<file path="config.mk">
export PLATFORM = sky130hd
export DESIGN_NAME = mem_arbiter_flat
export DESIGN_NICKNAME = d
export VERILOG_FILES = /design/src/rtl/mem_arbiter_if.sv /design/src/rtl/mem_arbiter.sv /design/src/flat_wrapper.sv
export SDC_FILE = /design/constraint.sdc
export NUM_CORES = 1
export LEC_CHECK = 0
export ABC_AREA = 1
export BUFFER_PORTS_ARGS = -buffer_cell sky130_fd_sc_hd__buf_2
export CORE_MARGIN = 5
export CORE_UTILIZATION = 48
export CTS_BUF_LIST = sky130_fd_sc_hd__clkbuf_2
export DETAILED_ROUTE_END_ITERATION = 6
export PLACE_DENSITY = 0.82
export SLEW_MARGIN = 20
export SYNTH_ARGS = -nofsm -noshare
export SYNTH_HDL_FRONTEND = slang
export SYNTH_SLANG_ARGS = --single-unit
</file>
<file path="constraint.sdc">
create_clock -name clk -period 1.66 [get_ports clk]
set_input_delay 0.166 -clock clk [delete_from_list [all_inputs] [get_ports clk]]
set_output_delay 0.166 -clock clk [all_outputs]
set_load 0.02 [all_outputs]
</file>
<file path="src/rtl/mem_arbiter_if.sv">
// Bundle of requester, RAM and stall signals shared between the pipeline and the RAM arbiter.
// The arbiter connects through the slave modport; the pipeline/RAM side uses master.
interface mem_arbiter_if;
   logic        if_req;
   logic [31:0] if_addr;
   logic        if_ready;
   logic [31:0] if_rdata;
   logic        mem_req;
   logic        mem_we;
   logic [31:0] mem_addr;
   logic [31:0] mem_wdata;
   logic [3:0]  mem_sel;
   logic        mem_ready;
   logic [31:0] mem_rdata;
   logic        ram_ce;
   logic        ram_we;
   logic [31:0] ram_addr;
   logic [31:0] ram_wdata;
   logic [3:0]  ram_sel;
   logic [31:0] ram_rdata;
   logic [4:0]  stall_o;

   modport slave (
      input  if_req, if_addr, mem_req, mem_we, mem_addr, mem_wdata, mem_sel, ram_rdata,
      output if_ready, if_rdata, mem_ready, mem_rdata,
             ram_ce, ram_we, ram_addr, ram_wdata, ram_sel, stall_o
   );

   modport master (
      output if_req, if_addr, mem_req, mem_we, mem_addr, mem_wdata, mem_sel, ram_rdata,
      input  if_ready, if_rdata, mem_ready, mem_rdata,
             ram_ce, ram_we, ram_addr, ram_wdata, ram_sel, stall_o
   );
endinterface

</file>
<file path="src/rtl/mem_arbiter.sv">
// Arbitrates one single-ported RAM between instruction fetch and the data stage,
// with fixed MEM priority, a fixed-latency wait counter and a one-cycle ready pulse.
module mem_arbiter #(
   parameter int LATENCY = 2,
   parameter int CNT_W   = 4
) (
   input  logic          clk,
   input  logic          rst,
   mem_arbiter_if.slave  bus
);

   typedef enum logic [1:0] {IDLE, IF_ACC, MEM_ACC, RESP} state_t;

   localparam logic [CNT_W-1:0] CntLoad = CNT_W'(LATENCY - 1);

   state_t           r_state;
   state_t           w_nextState;
   logic             r_grant;
   logic             w_nextGrant;
   logic             w_grantEdge;
   logic [CNT_W-1:0] r_cnt;
   logic [31:0]      r_ramAddr;
   logic [31:0]      r_ramWdata;
   logic [3:0]       r_ramSel;
   logic             r_ramWe;
   logic [31:0]      r_ifRdata;
   logic [31:0]      r_memRdata;
   logic             w_inAccess;

   always_ff @(posedge clk) begin
      if (!rst) begin
         r_state <= IDLE;
         r_grant <= 1'b0;
      end else begin
         r_state <= w_nextState;
         r_grant <= w_nextGrant;
      end
   end

   // Requests are only looked at in IDLE, so RESP can never re-grant a still-high request.
   always_comb begin
      w_nextState = r_state;
      w_nextGrant = r_grant;
      w_grantEdge = 1'b0;
      case (r_state)
         IDLE: begin
            if (bus.mem_req) begin
               w_nextState = MEM_ACC;
               w_nextGrant = 1'b1;
               w_grantEdge = 1'b1;
            end else if (bus.if_req) begin
               w_nextState = IF_ACC;
               w_nextGrant = 1'b0;
               w_grantEdge = 1'b1;
            end
         end
         IF_ACC, MEM_ACC: begin
            if (r_cnt == '0) w_nextState = RESP;
         end
         RESP:    w_nextState = IDLE;
         default: w_nextState = IDLE;
      endcase
   end

   always_ff @(posedge clk) begin
      if (!rst) begin
         r_cnt      <= '0;
         r_ramAddr  <= '0;
         r_ramWdata <= '0;
         r_ramSel   <= '0;
         r_ramWe    <= 1'b0;
         r_ifRdata  <= '0;
         r_memRdata <= '0;
      end else if (w_grantEdge) begin
         r_cnt <= CntLoad;
         if (w_nextGrant) begin
            r_ramAddr  <= bus.mem_addr;
            r_ramWdata <= bus.mem_wdata;
            r_ramSel   <= bus.mem_sel;
            r_ramWe    <= bus.mem_we;
         end else begin
            r_ramAddr  <= bus.if_addr;
            r_ramSel   <= 4'b1111;
            r_ramWe    <= 1'b0;
         end
      end else if (w_inAccess) begin
         if (r_cnt == '0) begin
            if (r_state == IF_ACC)
               r_ifRdata <= bus.ram_rdata;
            else if (!r_ramWe)
               r_memRdata <= bus.ram_rdata;
         end else begin
            r_cnt <= r_cnt - 1'b1;
         end
      end
   end

   assign w_inAccess    = (r_state == IF_ACC) || (r_state == MEM_ACC);

   assign bus.ram_ce    = w_inAccess;
   assign bus.ram_we    = (r_state == MEM_ACC) && r_ramWe;
   assign bus.ram_addr  = r_ramAddr;
   assign bus.ram_wdata = r_ramWdata;
   assign bus.ram_sel   = r_ramSel;
   assign bus.if_ready  = (r_state == RESP) && !r_grant;
   assign bus.mem_ready = (r_state == RESP) && r_grant;
   assign bus.if_rdata  = r_ifRdata;
   assign bus.mem_rdata = r_memRdata;

   // A data stall freezes pc through ex_men; a fetch stall only freezes pc and if_id.
   always_comb begin
      bus.stall_o = 5'b00000;
      if (rst) begin
         if (bus.mem_req && !bus.mem_ready)
            bus.stall_o = 5'b01111;
         else if (bus.if_req && !bus.if_ready)
            bus.stall_o = 5'b00011;
      end
   end

endmodule

</file>
<file path="src/flat_wrapper.sv">
// flat-port wrapper written by rule: the top's interface ports become plain ports
module mem_arbiter_flat 
#(
   parameter int LATENCY = 2,
   parameter int CNT_W   = 4
)
  (clk, rst, bus_if_req, bus_if_addr, bus_mem_req, bus_mem_we, bus_mem_addr, bus_mem_wdata, bus_mem_sel, bus_ram_rdata, bus_if_ready, bus_if_rdata, bus_mem_ready, bus_mem_rdata, bus_ram_ce, bus_ram_we, bus_ram_addr, bus_ram_wdata, bus_ram_sel, bus_stall_o);
  mem_arbiter_if bus_i ();
  input  logic clk;
  input  logic rst;
  input wire logic [$bits(bus_i.if_req)-1:0] bus_if_req;
  input wire logic [$bits(bus_i.if_addr)-1:0] bus_if_addr;
  input wire logic [$bits(bus_i.mem_req)-1:0] bus_mem_req;
  input wire logic [$bits(bus_i.mem_we)-1:0] bus_mem_we;
  input wire logic [$bits(bus_i.mem_addr)-1:0] bus_mem_addr;
  input wire logic [$bits(bus_i.mem_wdata)-1:0] bus_mem_wdata;
  input wire logic [$bits(bus_i.mem_sel)-1:0] bus_mem_sel;
  input wire logic [$bits(bus_i.ram_rdata)-1:0] bus_ram_rdata;
  output wire logic [$bits(bus_i.if_ready)-1:0] bus_if_ready;
  output wire logic [$bits(bus_i.if_rdata)-1:0] bus_if_rdata;
  output wire logic [$bits(bus_i.mem_ready)-1:0] bus_mem_ready;
  output wire logic [$bits(bus_i.mem_rdata)-1:0] bus_mem_rdata;
  output wire logic [$bits(bus_i.ram_ce)-1:0] bus_ram_ce;
  output wire logic [$bits(bus_i.ram_we)-1:0] bus_ram_we;
  output wire logic [$bits(bus_i.ram_addr)-1:0] bus_ram_addr;
  output wire logic [$bits(bus_i.ram_wdata)-1:0] bus_ram_wdata;
  output wire logic [$bits(bus_i.ram_sel)-1:0] bus_ram_sel;
  output wire logic [$bits(bus_i.stall_o)-1:0] bus_stall_o;
  assign bus_i.if_req = bus_if_req;
  assign bus_i.if_addr = bus_if_addr;
  assign bus_i.mem_req = bus_mem_req;
  assign bus_i.mem_we = bus_mem_we;
  assign bus_i.mem_addr = bus_mem_addr;
  assign bus_i.mem_wdata = bus_mem_wdata;
  assign bus_i.mem_sel = bus_mem_sel;
  assign bus_i.ram_rdata = bus_ram_rdata;
  assign bus_if_ready = bus_i.if_ready;
  assign bus_if_rdata = bus_i.if_rdata;
  assign bus_mem_ready = bus_i.mem_ready;
  assign bus_mem_rdata = bus_i.mem_rdata;
  assign bus_ram_ce = bus_i.ram_ce;
  assign bus_ram_we = bus_i.ram_we;
  assign bus_ram_addr = bus_i.ram_addr;
  assign bus_ram_wdata = bus_i.ram_wdata;
  assign bus_ram_sel = bus_i.ram_sel;
  assign bus_stall_o = bus_i.stall_o;
  mem_arbiter #(.LATENCY(LATENCY), .CNT_W(CNT_W)) u_core (.clk(clk), .rst(rst), .bus(bus_i));
endmodule
</file>
* After elaboration in Yosys (flattened, before gate mapping)
Cells that the tools add are included.
Word-level totals: logic and storage cells 61, input bits 137, flip-flop bits (word level) 140
Operators by class: bitwise logic cells 5, add/subtract/negate cells 1, muxes and demuxes 19, eq/ne operators 6, reductions and logical operators 20
Operators with widths (count):
- $mux 32 | 1
- $mux 1 | 10
- $mux 5 | 2
- $mux 2 | 4
- $reduce_and 2->1 | 4
- $pmux 2 s3 | 1
- $logic_and 1x1->1 | 5
- $not 1->1 | 5
- $reduce_and 5->1 | 1
- $eq 2x2->1 const B | 2
- $logic_not 4->1 | 1
- $mux 4 | 1
- $ne 2x1->1 const B | 2
- $reduce_and 4->1 | 1
- $reduce_or 2->1 | 2
- $sub 4x1->4 const B | 1
- $logic_not 1->1 | 3
- $ne 3x3->1 const B | 1
- $eq 2x1->1 const B | 1
- $logic_not 2->1 | 1
- $reduce_bool 2->1 | 1
- $logic_or 1x1->1 | 1

* Depth between registers and ports, before layout
depth after elaboration 7, depth in mapped cells 10

* Worst setup path after synthesis
No wires, ideal clock.
kind flip-flop to output port, from register u_core.r_state[0], to output port bus_stall_o[1], arrival 1.580 ns, stages on the path, launching flop included 6, path buffers 1, data required time 1.494 ns, setup slack -0.086 ns, cells stage by stage dfxtp_1 ha_1 inv_1 nor2_1 o32ai_1 buf_4
Between the ends: longest elaborated chain between the ends 7
RTL lines:
- start: declaration | line mem_arbiter.sv:16 | state_t r_state;
- start signal: assignment | line mem_arbiter.sv:35 | r_state <= w_nextState;
- $eq 2x2->1 | line mem_arbiter.sv:105 | assign bus.if_ready = (r_state == RESP) && !r_grant;
- $logic_and 1x1->1 | line mem_arbiter.sv:105
- net bus_if_ready | line flat_wrapper.sv:19 | output wire logic [$bits(bus_i.if_ready)-1:0] bus_if_ready;
- $logic_not 1->1 | line mem_arbiter.sv:116 | else if (bus.if_req && !bus.if_ready)
- $logic_and 1x1->1 | line mem_arbiter.sv:116
- $mux 2 | line mem_arbiter.sv:116
- $mux 5 | line mem_arbiter.sv:114 | if (bus.mem_req && !bus.mem_ready)
- $mux 5 | line mem_arbiter.sv:113 | if (rst) begin
- end: declaration | line flat_wrapper.sv:28 | output wire logic [$bits(bus_i.stall_o)-1:0] bus_stall_o;
The timed path passes the listed nets, and every way through them passes these cells.

* Final worst setup path
from register u_core.r_state[1], to output port bus_stall_o[0]
Between the ends: longest elaborated chain between the ends 7
RTL lines (line):
- $eq 2x2->1 * | mem_arbiter.sv:105, mem_arbiter.sv:106
- $logic_and 1x1->1 | mem_arbiter.sv:105
- $logic_not 1->1 | mem_arbiter.sv:116
- $logic_and 1x1->1 | mem_arbiter.sv:116
- $mux 2 | mem_arbiter.sv:116
- $mux 5 * | mem_arbiter.sv:114
- $mux 5 * | mem_arbiter.sv:113
Mark *: on every way between the ends. The rest lies on a longest branch, timed or not.

==> out/summary.txt <==
status - finished with violations
violated checks - hold timing, setup timing
vias in the first global route - 7138
FILL cells - 724
cell count after synthesis - 847
fraction of the cycle the final worst path needs - 130.0%
cell-by-cell trace of the critical path - buf_6 -> ha_4 -> inv_2 -> nor2_2 -> o32ai_2 -> buf_4 -> buf_6
CTS buffer count - 17
Congestion Overflow GR - 0
Ports - 278
Critical Path Source Type - flip-flop
mean number of vias per cell - 5.151
Max Fclk - 463.5 MHz
worst vdd ir - 0.9355 mV
# H-tree levels - 4
layout cells sized above 1 - 33.31%
Site Rows - 40
RSZ-0062 raised after global routing - yes
first-pass GRT wire length - 36.10 mm
clock buffer depth - 2
die width - 121.7 um
worst-margin pin slew - 710.8 ps
FF-to-FF setup slack - -50 ps
antenna violations before repair - 3
Cells after DPL - 1265
Final Hold Vio Count - 4
Core ar. - 12110 um^2
pin count of the biggest net entering global routing - 70
Seq cells post-synth - 140
placed cell areas - 7538 um^2
Final Max Slew Viols - 0
DRT Pass-1 Iters - 7
area of the die - 14820 um^2
HP Class - in2reg
CTS tree - yes
Non-Filler Instances - 1456
Slowest cell on crit path - dfxtp_2
Mapped Avg Cell Area - 7.074 um^2
Hold WS - -187.1 ps
Layout area overhead - 63.46%
CTS Sinks - 140
CP delay by family, top - buffers and inverters
Worst Path Required - 1490 ps
PortBufs - 276
Routed WL per cell - 17.30 um
crit end category - output port
worst rel slew slack - 52.61%
CP peak stage delay - 370 ps
Netlist Area Pre-Place - 5992 um^2
clk_lat worst skew - 770 ps
DP HPWL - 12.54 mm
DR iter-0 viols - 759
commonest non-fill, non-tap cell in the layout - buf_2
most used cell, CP - buf_6
final setup margin - -497.7 ps
syn_nets - 990
Residual DRC - 0
distinct cell type count after synthesis - 26
Vias - 7500
fin area - 9794 um^2
Max-cap violations - 0
GR Util All Layers - 31.06%
GPL Wtd Cong - 0.8419
critical path type - reg2out
Die H - 121.7 um
Ys Warns - 0
NumNets Final - 1412
power density cells - 1631 nW/um^2
Clock Skews - 49.54 ps
Leak - 5.116 nW
Clock Root Buffer - clkbuf_2
CP Max Fanout - 2
Initial Util - 49.47%
most frequent cells in the layout - buf_2, nand2_1, nor2_1
sequential element share of the synthesized area - 46.77%
post-route antenna net violation count - 0
Routed WL - 25.19 mm
Worst-path clk slew - 210 ps
Tmin final - 2158 ps
Buf+Inv Stages, Crit Path - 4
Post-CTS Hold Buffers - 136
Data arrival, critical path - 1990 ps
Final setup violation count - 36
metrics by stage:
stage / setup TNS [ps] / power, mW / setup WS [ps] / utilization (%)
after global placement: 0 / 11.84 / 77.92 / 62.24
after floorplan: 0 / 9.819 / 44.37 / -
after detailed placement: 0 / 11.95 / 18.29 / 62.24
after global routing: -6406 / 16.81 / -594.4 / 80.81
after CTS: -3180 / 14.50 / -566.8 / 76.66
final: -3564 / 15.97 / -497.7 / 80.87
cell usage after synthesis (all sizes together):
library cell,number,area share [%]
nand3,59,5.1
dfxtp,140,47
nor2,162,11
inv,100,6.3
nand2,237,15
clkbuf,9,0.56
a21oi,39,3.3
nand4,1,0.10
conb,1,0.063
ha,6,1.3
o21ai,51,4.4
buf,41,5.7
o32ai,1,0.15
worst reg2reg max path, delay by kind of cell (launching register included):
| kind | cells | cell delay [ps] |
|---|---|---|
| buffers and inverters | 4 | 550 |
| flip-flops | 1 | 370 |
| AND/OR/NAND/NOR | 6 | 570 |
| adder cells (fa/ha/maj) | 1 | 160 |
power breakdown:
part           leakage (nW)  internal (mW)  switching (mW)
Combinational          3.82           3.43            5.38
Clock                 0.144          0.822            1.27
Sequential             1.15           4.41           0.664
Total                  5.12           8.66            7.31
area by class of cell:
type / instances / area, um^2 / area share [%]
repair buffers: 453 / 3422 / 34.94
multi-input cells: 557 / 2719 / 27.76
clock inverters: 14 / 152.6 / 1.559
flip-flops and latches: 140 / 2805 / 28.64
clock buffers: 18 / 90.09 / 0.9198
inverters: 100 / 380.4 / 3.883
diodes: 6 / 15.01 / 0.1533
well taps: 168 / 210.2 / 2.146
repair_timing:
item,CTS,global route
pin swaps,3,27
endpoints found under the setup margin,9,72
endpoints found under the hold margin,140,4
gates cloned,0,9
buffers inserted,4,6
gates resized for setup,34,74
registers in the layout, summed over array words and instances (netlist names):
name and cells:
u_core.bus.if_rdata 32, u_core.bus.mem_rdata 32, u_core.bus.ram_addr 32, u_core.bus.ram_sel 4, u_core.bus.ram_wdata 32, u_core.r_cnt 4, u_core.r_grant 1, u_core.r_ramWe 1
u_core.r_state 2
path summary, 6_finish.rpt:
kind	from	end	cells after the start
hold / removal	rst	u_core.r_state[1]$_SDFFE_PN0P_	3
setup reg to reg	u_core.r_state[0]$_SDFFE_PN0P_	u_core.bus.mem_rdata[5]$_SDFFE_PN0P_	11
hold reg to reg	u_core.bus.ram_addr[25]$_SDFFE_PN0P_	u_core.bus.ram_addr[25]$_SDFFE_PN0P_	2
setup / recovery	u_core.r_state[1]$_SDFFE_PN0P_	bus_stall_o[0]	7
cells by family (layout without fill, tap and decap cells):
family	Yosys count	after routing	synth area share (%)
other cells	1	7	0.06258
buf+inv	150	585	12.49
flops	140	140	46.77
compound gates	91	91	7.851
fa+ha+maj	6	6	1.253
simple gates	459	459	31.57
routing by layer:
metal  vias up  wire (um)  global-route usage (%)
met1      3389       8611                   33.17
met3       141       2521                   10.40
met4         0       1471                   18.91
met2       536      12590                   52.99
met5         -          0                       0
li1       3434          -                       -
Power figures use the tool's default switching activity.
